## src/rtl/float_to_int_if.sv

```systemverilog
// Handshake bundle for float_to_int: float operand in, signed integer out.
// Both sides use stb/ack; a word moves on a rising edge with stb & ack high.
interface float_to_int_if;
    logic [31:0] input_a;
    logic        input_a_stb;
    logic        input_a_ack;
    logic [31:0] output_z;
    logic        output_z_ovf;
    logic        output_z_stb;
    logic        output_z_ack;

    // Producer of operands and consumer of results.
    modport master (
        output input_a, input_a_stb, output_z_ack,
        input  input_a_ack, output_z, output_z_ovf, output_z_stb
    );

    // The converter itself.
    modport slave (
        input  input_a, input_a_stb, output_z_ack,
        output input_a_ack, output_z, output_z_ovf, output_z_stb
    );
endinterface

```

## src/rtl/float_to_int.sv

```systemverilog
// IEEE-754 single precision to signed 32-bit integer converter.
// Five-state FSM; one conversion per 6 cycles at best.
// Rounding is truncate (ROUND_MODE=0) or nearest-even (ROUND_MODE=1).
// Overflow either saturates by sign (SATURATE=1) or yields 0x80000000.
module float_to_int #(
    parameter int ROUND_MODE = 0,
    parameter int SATURATE   = 1
) (
    input  logic          clk,
    input  logic          rst,
    float_to_int_if.slave bus
);

    typedef enum logic [2:0] {GET_A, UNPACK, CONVERT, ROUND, PUT_Z} state_t;

    state_t      state_q, state_d;
    logic        a_ack_q, a_ack_d;
    logic [31:0] a_q, a_d;
    logic        special_q, special_d;
    logic [31:0] spec_z_q, spec_z_d;
    logic        spec_ovf_q, spec_ovf_d;
    logic [31:0] mag_q, mag_d;
    logic        guard_q, guard_d;
    logic        sticky_q, sticky_d;
    logic [31:0] z_q, z_d;
    logic        ovf_q, ovf_d;
    logic        z_stb_q, z_stb_d;

    // Field views of the latched operand. The unbiased exponent
    // e = exp - 127 is never stored: every test on e is written as the
    // equivalent test on the raw exp byte (e = 23 <=> exp = 150, etc.).
    logic        sign;
    logic [7:0]  exp;
    logic [22:0] mant;
    logic [23:0] m;
    logic [31:0] ovf_val;
    logic [47:0] right_shifted;
    logic [31:0] left_shifted;
    logic        round_inc;
    logic [31:0] rounded;
    logic [31:0] result;

    assign sign = a_q[31];
    assign exp  = a_q[30:23];
    assign mant = a_q[22:0];
    assign m    = {1'b1, mant};

    assign ovf_val = (SATURATE != 0 && !sign) ? 32'h7FFF_FFFF : 32'h8000_0000;

    // Right shift for 0 <= e < 23: the upper 24 bits are the integer
    // magnitude, bit 23 is the guard bit and bits 22:0 feed the sticky OR.
    assign right_shifted = {m, 24'h0} >> (8'd150 - exp);
    // Left shift for e >= 23; only e <= 30 reaches here, so 31 bits suffice.
    assign left_shifted  = {8'h0, m} << (exp - 8'd150);

    assign round_inc = (ROUND_MODE != 0) && guard_q && (sticky_q || mag_q[0]);
    assign rounded   = mag_q + {31'h0, round_inc};
    assign result    = sign ? -rounded : rounded;

    assign bus.input_a_ack  = a_ack_q;
    assign bus.output_z     = z_q;
    assign bus.output_z_ovf = ovf_q;
    assign bus.output_z_stb = z_stb_q;

    // State and datapath registers; reset returns to an idle GET_A with all outputs low.
    // NOTE: sequential state uses non-blocking assignments only, so every
    // register samples the pre-edge value of every other register.
    // NOTE: the datapath registers are few and are reset too, so no X ever
    // reaches the outputs or the classification logic after reset.
    always_ff @(posedge clk or posedge rst) begin
        if (rst) begin
            state_q    <= GET_A;
            a_ack_q    <= 1'b0;
            a_q        <= '0;
            special_q  <= 1'b0;
            spec_z_q   <= '0;
            spec_ovf_q <= 1'b0;
            mag_q      <= '0;
            guard_q    <= 1'b0;
            sticky_q   <= 1'b0;
            z_q        <= '0;
            ovf_q      <= 1'b0;
            z_stb_q    <= 1'b0;
        end else begin
            state_q    <= state_d;
            a_ack_q    <= a_ack_d;
            a_q        <= a_d;
            special_q  <= special_d;
            spec_z_q   <= spec_z_d;
            spec_ovf_q <= spec_ovf_d;
            mag_q      <= mag_d;
            guard_q    <= guard_d;
            sticky_q   <= sticky_d;
            z_q        <= z_d;
            ovf_q      <= ovf_d;
            z_stb_q    <= z_stb_d;
        end
    end

    // Next-state and next-datapath logic for the conversion sequence.
    // NOTE: every _d gets its hold value first, so no path through the case
    // leaves a signal unassigned and no latch is inferred.
    always_comb begin
        state_d    = state_q;
        a_ack_d    = a_ack_q;
        a_d        = a_q;
        special_d  = special_q;
        spec_z_d   = spec_z_q;
        spec_ovf_d = spec_ovf_q;
        mag_d      = mag_q;
        guard_d    = guard_q;
        sticky_d   = sticky_q;
        z_d        = z_q;
        ovf_d      = ovf_q;
        z_stb_d    = z_stb_q;

        case (state_q)
            GET_A: begin
                if (a_ack_q && bus.input_a_stb) begin
                    a_d     = bus.input_a;
                    a_ack_d = 1'b0;
                    state_d = UNPACK;
                end else begin
                    a_ack_d = 1'b1;
                end
            end

            UNPACK: begin
                special_d  = 1'b0;
                spec_z_d   = 32'h0;
                spec_ovf_d = 1'b0;
                if (exp == 8'd0) begin
                    // Zero or denormal: magnitude below 1, result 0 for either sign.
                    special_d = 1'b1;
                end else if (exp == 8'd255 && mant != 23'h0) begin
                    special_d  = 1'b1;
                    spec_z_d   = 32'h8000_0000;
                    spec_ovf_d = 1'b1;
                end else if (exp > 8'd157) begin
                    // e > 30 (Inf included); only -2^31 exactly is representable.
                    special_d = 1'b1;
                    if (sign && exp == 8'd158 && mant == 23'h0) begin
                        spec_z_d = 32'h8000_0000;
                    end else begin
                        spec_z_d   = ovf_val;
                        spec_ovf_d = 1'b1;
                    end
                end
                state_d = CONVERT;
            end

            CONVERT: begin
                if (exp >= 8'd150) begin
                    mag_d    = left_shifted;
                    guard_d  = 1'b0;
                    sticky_d = 1'b0;
                end else if (exp >= 8'd127) begin
                    mag_d    = {8'h0, right_shifted[47:24]};
                    guard_d  = right_shifted[23];
                    sticky_d = |right_shifted[22:0];
                end else begin
                    mag_d    = 32'h0;
                    guard_d  = (exp == 8'd126);
                    sticky_d = (exp < 8'd126) || (mant != 23'h0);
                end
                state_d = ROUND;
            end

            ROUND: begin
                z_d     = special_q ? spec_z_q : result;
                ovf_d   = special_q ? spec_ovf_q : 1'b0;
                z_stb_d = 1'b1;
                state_d = PUT_Z;
            end

            PUT_Z: begin
                if (bus.output_z_ack) begin
                    z_stb_d = 1'b0;
                    state_d = GET_A;
                end
            end

            default: state_d = GET_A;
        endcase
    end

endmodule

```

## src/flat_wrapper.sv

```systemverilog
// flat-port wrapper written by rule: the top's interface ports become plain ports
module float_to_int_flat 
#(
    parameter int ROUND_MODE = 0,
    parameter int SATURATE   = 1
)
  (clk, rst, bus_input_a, bus_input_a_stb, bus_output_z_ack, bus_input_a_ack, bus_output_z, bus_output_z_ovf, bus_output_z_stb);
  float_to_int_if bus_i ();
  input  logic clk;
  input  logic rst;
  input wire logic [$bits(bus_i.input_a)-1:0] bus_input_a;
  input wire logic [$bits(bus_i.input_a_stb)-1:0] bus_input_a_stb;
  input wire logic [$bits(bus_i.output_z_ack)-1:0] bus_output_z_ack;
  output wire logic [$bits(bus_i.input_a_ack)-1:0] bus_input_a_ack;
  output wire logic [$bits(bus_i.output_z)-1:0] bus_output_z;
  output wire logic [$bits(bus_i.output_z_ovf)-1:0] bus_output_z_ovf;
  output wire logic [$bits(bus_i.output_z_stb)-1:0] bus_output_z_stb;
  assign bus_i.input_a = bus_input_a;
  assign bus_i.input_a_stb = bus_input_a_stb;
  assign bus_i.output_z_ack = bus_output_z_ack;
  assign bus_input_a_ack = bus_i.input_a_ack;
  assign bus_output_z = bus_i.output_z;
  assign bus_output_z_ovf = bus_i.output_z_ovf;
  assign bus_output_z_stb = bus_i.output_z_stb;
  float_to_int #(.ROUND_MODE(ROUND_MODE), .SATURATE(SATURATE)) u_core (.clk(clk), .rst(rst), .bus(bus_i));
endmodule
```

## config.mk

```make
export PLATFORM = sky130hd
export DESIGN_NAME = float_to_int_flat
export DESIGN_NICKNAME = d
export VERILOG_FILES = /design/src/rtl/float_to_int_if.sv /design/src/rtl/float_to_int.sv /design/src/flat_wrapper.sv
export SDC_FILE = /design/constraint.sdc
export NUM_CORES = 1
export LEC_CHECK = 0
export CAP_MARGIN = 20
export CORE_ASPECT_RATIO = 0.5
export CORE_MARGIN = 1.5
export CORE_UTILIZATION = 50
export DETAILED_ROUTE_END_ITERATION = 12
export PLACE_DENSITY = 0.74
export SKIP_LAST_GASP = 1
export SYNTH_ARGS = -nofsm -noshare
export SYNTH_HDL_FRONTEND = slang
export SYNTH_SLANG_ARGS = --single-unit
```

## constraint.sdc

```tcl
create_clock -name clk -period 7.1 [get_ports clk]
set_input_delay 1.065 -clock clk [delete_from_list [all_inputs] [get_ports clk]]
set_output_delay 1.065 -clock clk [all_outputs]
set_load 0.02 [all_outputs]
```

; Yosys cells after proc, flatten, opt, wreduce, memory -nomap -nowiden
; Index checks and enable logic that the tools add are counted.
[totals]
reg_bits = 136
in_bits = 36
output_inout_bits = 35
[classes]
magnitude_cmp = 3
add_sub_neg = 3
n_eq_ne = 8
reduce_logical = 12
shifts = 2
muxes = 23
[op_table]
columns = cell, count
row1 = $mux W32, 8
row2 = $shr A48 B8 Y48, 1
row3 = $neg A32 Y32, 1
row4 = $shl A24 B8 Y32, 1
row5 = $mux W24, 1
row6 = $logic_not A23 Y1, 1
row7 = $reduce_bool A23 Y1, 1
row8 = $eq A8 B8 Y1 const B, 2
row9 = $pmux W3 S5, 1
row10 = $mux W1, 10
row11 = $ge A8 B7 Y1 const B, 1
row12 = $ge A8 B8 Y1 const B, 1
row13 = $gt A8 B8 Y1 const B, 1
row14 = $logic_not A8 Y1, 1
row15 = $sub A8 B8 Y8 const A, 1
row16 = $sub A8 B8 Y8 const B, 1
row17 = $eq A3 B2 Y1 const B, 2
row18 = $mux W3, 2
row19 = $reduce_and A2 Y1, 3
row20 = $logic_and A1 B1 Y1, 4
row21 = $eq A3 B1 Y1 const B, 1
row22 = $eq A3 B3 Y1 const B, 1
row23 = $logic_not A3 Y1, 1
row24 = $ne A2 B1 Y1 const B, 1
row25 = other kinds (3), 3

; Depth between registers and ports, before layout
; Gate-level depths: netlist of run 1.
[depth]
ltp_word = 7
mapped_depth = 14

; Worst setup path before layout of run 1
; Ideal clock, no wire load.
[synth_timing]
kind = reg-to-reg
startpoint = reg u_core.a_q[23]
endpoint = reg u_core.mag_q[16]
stages_incl_launch_ff = 15
arrival_time_ns = 3.367
synth_period_minus_slack_ns = 3.497
setup_slack_ns = 3.603
setup_ns = 0.130
path_cell_list = dfrtp_1 > buf_2 > inv_2 > buf_1 > clkbuf_1 > ha_1 > clkbuf_1 > buf_2 > buf_1 > mux2i_1 > mux2i_1 > mux2i_1 > nor3_1 > a32oi_1 > o21ai_0
[synth_via]
elab_chain_cells = 4
word_cells_on_any_way = 8
[synth_lines]
columns = item, line
row1 = from (decl), float_to_int.sv:18  ; logic [31:0] a_q, a_d;
row2 = from (signal assigned), float_to_int.sv:74  ; a_q <= '0;
row3 = from (signal assigned), float_to_int.sv:87  ; a_q <= a_d;
row4 = $sub A8 B8 Y8, float_to_int.sv:52  ; assign right_shifted = {m, 24'h0} >> (8'd150 - exp);
row5 = $shr A48 B8 Y48, float_to_int.sv:52
row6 = $mux W24, float_to_int.sv:157  ; end else if (exp >= 8'd127) begin
row7 = $mux W32 (*), float_to_int.sv:153  ; if (exp >= 8'd150) begin
row8 = to (signal assigned), float_to_int.sv:91  ; mag_q <= mag_d;
row9 = to (decl), float_to_int.sv:22  ; logic [31:0] mag_q, mag_d;
; Every way passes the cells marked *; elsewhere a longest branch is shown, timed or not.
; A chain may end at the register's enable or synchronous reset.

; Worst setup path in the final report of run 1
[layout_timing]
startpoint = reg u_core.a_q[24]
endpoint = reg u_core.mag_q[0]
; The elaborated chain is that of the path after synthesis.

==> run metrics, run 1 <==
status finished with violations; failing checks design-rule violations; WP data required 7340 ps; Antenna diodes 0; unrepaired setup endpoints after global routing false; root buffer cell clkbuf_16; Hold-fix buffers, CTS 0; Synth Instances 872; crit path time final 3890 ps; Synth Area per Inst 9.01 µm²; Rows 32; CTS Buf Count 9; die area 16500 µm²; Worst-Margin Slew 1050 ps; Total Wirelength 24.3 mm; Hold Path Stages 2; Post-CTS Resized 0; # IOs 71; CTS H-tree lvls 3; layout cells sized above 1 11.3%; Max Cap Viol 0; total number of vias 7154; Critical R2R Capture u_core.mag_q[0]$_DFFE_PP0N_; final slew viol count 0; WS Path Type reg2reg; Routed Antenna Nets 0; critical path capture point type flop; nets 943; post-synthesis sequential area ratio 33.8%; Overall Global Routing Usage 30.2%; routed len/inst 22.0 µm; r2r startpoint u_core.a_q[24]$_DFFE_PP0P_; TritonCTS clock tree done; Cell Area, Synth 7860 µm²; fraction of registers with async set or reset after synthesis 100%; CP startpoint kind flop; Clk Latency, worst-skew pair 360 ps; Die Ht 91.6 µm; post-CTS setup buffer count 0; Final Hold Fails 0; DR pass1 iterations 9; Peak Freq 0.257 GHz; Hold EP u_core.bus.output_z[6]$_DFFE_PP0P_; input/output buffers 70; Worst EP arrival 4130 ps; Die W 180 µm; Syn Nets 916; number of global-route vias before repair 6439; area of the core 15400 µm²; cells on worst reg2reg path 7; # clock sinks 106; Hold Path Class reg2reg; CTS clk-pin slew, worst paths 80 ps; Hold Worst Slack 479 ps; maximum root-to-sink buffer count 2; Filler cells 1386; initial DRC count 900; Cell variety after synth 63; first-pass GRT wire length 38.2 mm; GPL Wtd Cong 0.951; commonest non-fill, non-tap cell in the layout nand2_1; drt drc 7; Final HPWL DP 18.2 mm; crit share post-route 54.8%; Starting Density 51.1%; Post-synth EDFFs 0; R2R Setup Slk 3210 ps; Relative slew margins 30.0%; initial antenna violation count 0; grt ovf 0; final setup violation count 0; Syn-to-layout area delta 14.0%; vias per cell 6.46; Fin Setup TNS 0 ps; most frequent cells in the layout nand2_1 (111), dfrtp_1 (105), o21ai_0 (78); top_reg_cell synth dfrtp_1; largest net degree at the start of global routing 71; Clock Skews 9.30 ps; Worst Min Path Start u_core.bus.output_z[6]$_DFFE_PP0P_; Yosys warnings 0; Synth Register Bits 106; crit-path max FO 46
## per-stage QoR
step	area [µm²]	utilization [%]	setup slack, ps	instances
2_1_floorplan	7860	-	3250	872
3_3_place_gp	8650	56.3	3320	1091
3_5_place_dp	8650	56.3	3230	1091
4_1_cts	8950	58.2	3200	1107
5_1_grt	8960	58.3	2930	1108
6_report	8960	58.3	3210	1108
## how the worst max path moves through the flow
stage                              endpoint                        from  depth (start not counted)
5_1_grt         u_core.mag_q[0]$_DFFE_PP0N_  u_core.a_q[24]$_DFFE_PP0P_                          7
4_1_cts         u_core.mag_q[5]$_DFFE_PP0N_  u_core.a_q[23]$_DFFE_PP0P_                          9
3_5_place_dp    u_core.mag_q[5]$_DFFE_PP0N_  u_core.a_q[23]$_DFFE_PP0P_                          9
2_1_floorplan     u_core.a_q[0]$_DFFE_PP0P_                         rst                          1
6_report        u_core.mag_q[0]$_DFFE_PP0N_  u_core.a_q[24]$_DFFE_PP0P_                          7
3_3_place_gp   u_core.mag_q[11]$_DFFE_PP0N_  u_core.a_q[23]$_DFFE_PP0P_                          9
## logic make-up (layout without fill, tap and decap cells)
group | count (synthesis) | count (layout) | share of synthesized area (%)
and+or+nand+nor | 275 | 275 | 16.2
AOI/OAI and AO/OA | 231 | 231 | 19.4
muxes | 127 | 127 | 20.3
DFF | 106 | 106 | 33.8
buffers and inverters | 81 | 113 | 4.20
xor gates and xnor gates | 44 | 44 | 4.90
adders and majority gates | 8 | 8 | 1.27
## Yosys cell counts (10+ instances only)
master	number	area share (%)
a21oi_1	41	2.6
a32oi_1	11	1.2
buf_2	15	0.96
clkbuf_1	46	2.2
dfrtp_1	106	34
inv_1	11	0.53
mux2_2	36	5.2
mux2i_1	69	8.8
mux4_2	22	6.3
nand2_1	111	5.3
nand3_1	31	2.0
nor2_1	52	2.5
nor2b_1	10	0.80
nor3_1	18	1.1
o211ai_1	11	1.1
o21ai_0	78	5.0
o31ai_1	11	1.1
xnor2_1	18	2.0
xor2_1	26	2.9
## worst max-delay path, cell delays in order, from the launching register on
cell and delay (ps):
dfrtp_2 1040, ha_1 470, inv_1 110, o21ai_0 420, xor2_1 860, mux4_2 630
nand3_1 110, nand3_1 80
## metal layers
| metal | GRT usage, % | share of wire (%) | vias to the layer above |
|---|---|---|---|
| li1 | - | - | 3291 |
| met1 | 44.9 | 46 | 3414 |
| met2 | 42.6 | 41 | 410 |
| met3 | 8.22 | 11 | 39 |
| met4 | 8.40 | 2.3 | 0 |
| met5 | 0 | 0 | - |
## state kept, by name (all words and copies together) (netlist names), 2 cells and up
register / count
u_core.spec_z_q: 2
u_core.state_q: 3
u_core.bus.output_z: 32
u_core.a_q: 32
u_core.mag_q: 32
## layout make-up
class                      instances  area (µm²)  share of cell area [%]
timing repair buffer              85         813                    9.08
inverter                          12        47.5                   0.531
sequential                       106        2650                    29.6
clock inverter                     6        61.3                   0.684
clock buffer                      10         239                    2.67
tap                              204         255                    2.85
multi-input combinational        685        4890                    54.6
Power of run 1 is not shown: default switching activity piles up to over one toggle a cycle in this logic, so the estimate is an artifact.
==> run 2, diff against run 1 <==
Settings changed: PLACE_DENSITY 0.74 to 0.77.
Clock period 7.1 ns to 3.3 ns, I/O delays scaled along.
==> run 2 against run 1 <==
Against the previous run: the run still ends with design-rule violations left; cell count grew 1.8%; non-clock buffer count grew 20; critical path type unchanged; highest routed layer unchanged; clock skew rose by 4.2 ps; critical path depth increased by 2; register-to-register slack worse by 2900 ps; via count rose by 2.8%; routed wire length fell by 0.28%; critical endpoint is now u_core.mag_q[18]$_DFFE_PP0N_; core utilization is 1.0 points higher; setup slack worse by 2900 ps; flip-flop and latch count is the same.
==> run metrics, run 2 (same netlist as run 1, synthesis figures left out) <==
post-CTS setup buffer count 0; TritonCTS clock tree done; Rows 32; Fin Setup TNS 0 ps; Final HPWL DP 18.4 mm; Filler cells 1353; Hold-fix buffers, CTS 0; status finished with violations; Buffers & Inverters on Critical Path 2; Post-CTS Resized 0; Starting Density 51.1%; Worst EP arrival 3290 ps; area of the core 15400 µm²; WS Path Type reg2reg; CTS Buf Count 9; Total Wirelength 24.3 mm; Multi-input gate area 4880 µm²; R2R Setup Slk 310 ps; most frequent cells in the layout nand2_1 (111), dfrtp_1 (105), o21ai_0 (78); Die Ht 91.6 µm; Routed Antenna Nets 0; routed len/inst 21.5 µm; Worst-Margin Slew 846 ps; Peak Freq 0.335 GHz; Critical Path Max Stage Delay 570 ps; Relative slew margins 43.4%; crit path time final 2990 ps; r2r startpoint u_core.a_q[23]$_DFFE_PP0P_; layout cells sized above 1 13.0%; CP startpoint kind flop; nets 963; initial DRC count 1055; commonest non-fill, non-tap cell in the layout nand2_1; failing checks design-rule violations; Max Cap Viol 0; Reg area 2650 µm²; die area 16500 µm²; CTS clk-pin slew, worst paths 80 ps; critical path capture point type flop; Crit-path slowest cell a2111oi_0; final slew viol count 0; Clk Latency, worst-skew pair 360 ps; unrepaired setup endpoints after global routing false; drt drc 4; Crit path depth 9; number of global-route vias before repair 6612; Hold Worst Slack 482 ps; crit share post-route 90.6%; largest net degree at the start of global routing 49; Clock Skews 13.5 ps; critical path endpoint u_core.mag_q[18]$_DFFE_PP0N_; Critical R2R Capture u_core.mag_q[18]$_DFFE_PP0N_; Overall Global Routing Usage 30.4%; DR pass1 iterations 11; initial antenna violation count 0; grt ovf 0; Antenna diodes 0; final setup violation count 0; first-pass GRT wire length 39.1 mm; cells on worst reg2reg path 9; crit-path max FO 33; Syn-to-layout area delta 16.0%; Hold Path Class reg2reg; vias per cell 6.52; Final Hold Fails 0; maximum root-to-sink buffer count 2; crit path launch u_core.a_q[23]$_DFFE_PP0P_; CTS H-tree lvls 3; cells along the critical path inv_2 -> buf_4 -> ha_1 -> o21ai_0 -> a211oi_1 -> nand3_1 -> a21o_1 -> a2111oi_0 -> a221o_1; # IOs 71; # clock sinks 106; CP top delay family compound AO/OA/AOI/OAI gates; total number of vias 7353; root buffer cell clkbuf_16; Die W 180 µm; GPL Wtd Cong 0.932; WP data required 3600 ps; input/output buffers 70
run 2: cell types whose count changed in the layout (fill, tap and decap cells not counted):
cell        change
clkbuf_8        -1
xnor2_2         -1
buf_4          +19
buf_12          +2
clkinv_4        -2
clkbuf_1        +1
inv_6           +1
clkbuf_4        -1
xnor2_1         +1
clkinvlp_4      +1
run 2: worst min path at each step:
stage / from / end / depth (start not counted)
finish: u_core.spec_z_q[31]$_DFFE_PP0P_ / u_core.spec_z_q[31]$_DFFE_PP0P_ / 2
detailed placement: u_core.bus.output_z[7]$_DFFE_PP0P_ / u_core.bus.output_z[7]$_DFFE_PP0P_ / 2
global route: u_core.spec_z_q[31]$_DFFE_PP0P_ / u_core.spec_z_q[31]$_DFFE_PP0P_ / 2
CTS: u_core.spec_z_q[31]$_DFFE_PP0P_ / u_core.spec_z_q[31]$_DFFE_PP0P_ / 2
global placement: u_core.bus.output_z_ovf$_DFFE_PP0P_ / u_core.bus.output_z_ovf$_DFFE_PP0P_ / 2
floorplan: u_core.spec_z_q[31]$_DFFE_PP0P_ / u_core.spec_z_q[31]$_DFFE_PP0P_ / 2
run 2: tightest hold or removal path, cell delays in order, from the launching register on:
cell     delay (ps)
dfrtp_1         340
nand2_1          50
o21ai_0          60
run 2: layer usage:
metal | global-route usage (%) | share of wire (%) | vias to the layer above | routed length (µm)
met2 | 43.7 | 41 | 394 | 10100
met4 | 4.13 | 0.62 | 0 | 150
met1 | 48.5 | 48 | 3604 | 11700
met3 | 4.69 | 9.5 | 17 | 2320
li1 | - | - | 3338 | -
met5 | 0 | 0 | - | 0
run 2: metrics by stage:
step / utilization (%) / setup slack [ps] / instances / instance area, µm²
floorplan: - / 16.1 / 872 / 7860
global placement: 57.4 / 443 / 1112 / 8830
detailed placement: 57.4 / 410 / 1112 / 8830
CTS: 59.3 / 360 / 1128 / 9120
global route: 59.3 / 227 / 1128 / 9120
finish: 59.3 / 312 / 1128 / 9120
run 2: final cells by class:
cell class / instances / area share [%]
timing repair buffer: 105 / 10.8
inverter: 12 / 0.522
multi-input combinational: 685 / 53.6
clock inverter: 6 / 0.659
tap: 204 / 2.80
clock buffer: 10 / 2.51
sequential: 106 / 29.1
Power of run 2 is left out for the same reason.
==> run 3, diff against run 2 <==
--- a/config.mk
+++ b/config.mk
@@ -6,5 +6,5 @@
 export NUM_CORES = 1
 export LEC_CHECK = 0
-export CAP_MARGIN = 20
+export CAP_MARGIN = 5
 export CORE_ASPECT_RATIO = 0.5
 export CORE_MARGIN = 1.5
==> constraint.sdc (replaced) <==
create_clock -name clk -period 3.3 [get_ports clk]
set_input_delay 0.66 -clock clk [delete_from_list [all_inputs] [get_ports clk]]
set_output_delay 0.66 -clock clk [all_outputs]
set_load 0.02 [all_outputs]
==> run 3 against run 2 <==
Against the previous run: the flow still finishes with violations (design-rule violations); count of clock-buffer cells in the layout unchanged; cell area up 0.29%; hold slack worse by 6.7 ps; critical path type unchanged; highest routed layer unchanged; critical endpoint unchanged; clock skew up 1.8 ps; routed wire length up 0.72%; critical path depth unchanged; non-clock buffer count unchanged.
==> run metrics, run 3 (same netlist as run 1, synthesis figures left out) <==
status finished with violations; failing checks design-rule violations; area of the core 15400 µm²; Post-CTS Resized 0; Hold Path Class reg2reg; initial antenna violation count 0; Syn-to-layout area delta 16.4%; input/output buffers 70; TritonCTS clock tree done; Clk Latency, worst-skew pair 360 ps; crit share post-route 95.7%; GPL Wtd Cong 0.988; Rows 32; root buffer cell clkbuf_16; met2 wire len 10.2 mm; commonest non-fill, non-tap cell in the layout nand2_1; Filler cells 1358; Starting Density 51.1%; final slew viol count 0; layout cells sized above 1 13.0%; number of global-route vias before repair 6695; placed insts 1112; Final Hold Fails 0; total number of vias 7336; WS Path Type reg2reg; Worst-Margin Slew 914 ps; crit path time final 3160 ps; first-pass GRT wire length 38.5 mm; die area 16500 µm²; vias per cell 6.50; maximum root-to-sink buffer count 2; Max Cap Viol 0; CP startpoint kind flop; post-CTS setup buffer count 0; Total Wirelength 24.4 mm; largest net degree at the start of global routing 66; Top Metal Used met4; Clock Skews 15.4 ps; Overall Global Routing Usage 30.0%; WP data required 3590 ps; critical path capture point type flop; nets 963; Hold-fix buffers, CTS 0; Routed Antenna Nets 0; Final HPWL DP 18.4 mm; Relative slew margins 38.8%; Peak Freq 0.317 GHz; initial DRC count 934; Die W 180 µm; CTS clk-pin slew, worst paths 80 ps; metal3 WL 2.37 mm; post-route setup slack 142 ps; Placement Setup Slack 317 ps; Worst EP arrival 3450 ps; final setup violation count 0; # IOs 71; Die Ht 91.6 µm; unrepaired setup endpoints after global routing false; Antenna diodes 0; Util after Layout 59.5%; DR pass1 iterations 12; final cell count without fillers 1128; crit-path max FO 33; grt ovf 0; # clock sinks 106; most frequent cells in the layout nand2_1 (111), dfrtp_1 (105), o21ai_0 (78); CTS H-tree lvls 3; Metal-1 WL 11.7 mm; drt drc 6; routed len/inst 21.7 µm; CTS Buf Count 9
run 3: cell types whose count changed in the layout (fill, tap and decap cells not counted), sizes merged:
cell      change
clkinvlp      +1
inv           -1
run 3: metal layers:
layer	up-vias	GRT usage, %
met3	30	5.48
met1	3563	46.6
li1	3340	-
met4	0	5.67
met2	403	43.5
met5	-	0
run 3: path summary, 6_finish.rpt:
| kind | from | end | slack [ps] | cells past startpoint |
|---|---|---|---|---|
| worst max-delay path | u_core.a_q[23]$_DFFE_PP0P_ | u_core.mag_q[18]$_DFFE_PP0N_ | 140 | 9 |
| worst min-delay path | u_core.bus.output_z_ovf$_DFFE_PP0P_ | u_core.bus.output_z_ovf$_DFFE_PP0P_ | 480 | 2 |
| worst max register to register | u_core.a_q[23]$_DFFE_PP0P_ | u_core.mag_q[18]$_DFFE_PP0N_ | 140 | 9 |
| worst min register to register | u_core.bus.output_z_ovf$_DFFE_PP0P_ | u_core.bus.output_z_ovf$_DFFE_PP0P_ | 480 | 2 |
| max in group asynchronous | rst | u_core.bus.output_z[31]$_DFFE_PP0P_ | 2240 | 3 |
| min in group asynchronous | rst | u_core.bus.output_z_ovf$_DFFE_PP0P_ | 720 | 3 |
run 3: worst max-delay path, stage by stage, from the launching register on:
cell and delay, ps:
dfrtp_1 410, inv_2 70, buf_4 370, ha_1 290
o21ai_0 180, a211oi_1 420, nand3_1 260, a21o_1 250
a2111oi_0 590, a221o_1 240
run 3: layout make-up:
type,count,area [µm²],share of cell area [%]
clock buffers,10,229,2.50
clock inverters,6,60.1,0.657
inverters,12,48.8,0.534
multi-input cells,685,4880,53.4
flip-flops and latches,106,2650,29.0
well taps,204,255,2.79
repair buffers,105,1010,11.1
run 3: through the flow:
| stage | hold slack (ps) | TNS (ps) | instance area, µm² |
|---|---|---|---|
| 3_5_place_dp | 463 | 0 | 8850 |
| 3_3_place_gp | 459 | 0 | 8850 |
| 6_report | 475 | 0 | 9140 |
| 4_1_cts | 483 | 0 | 9140 |
| 2_1_floorplan | 442 | -19.7 | 7860 |
| 5_1_grt | 520 | 0 | 9140 |
Power of run 3 is left out for the same reason.
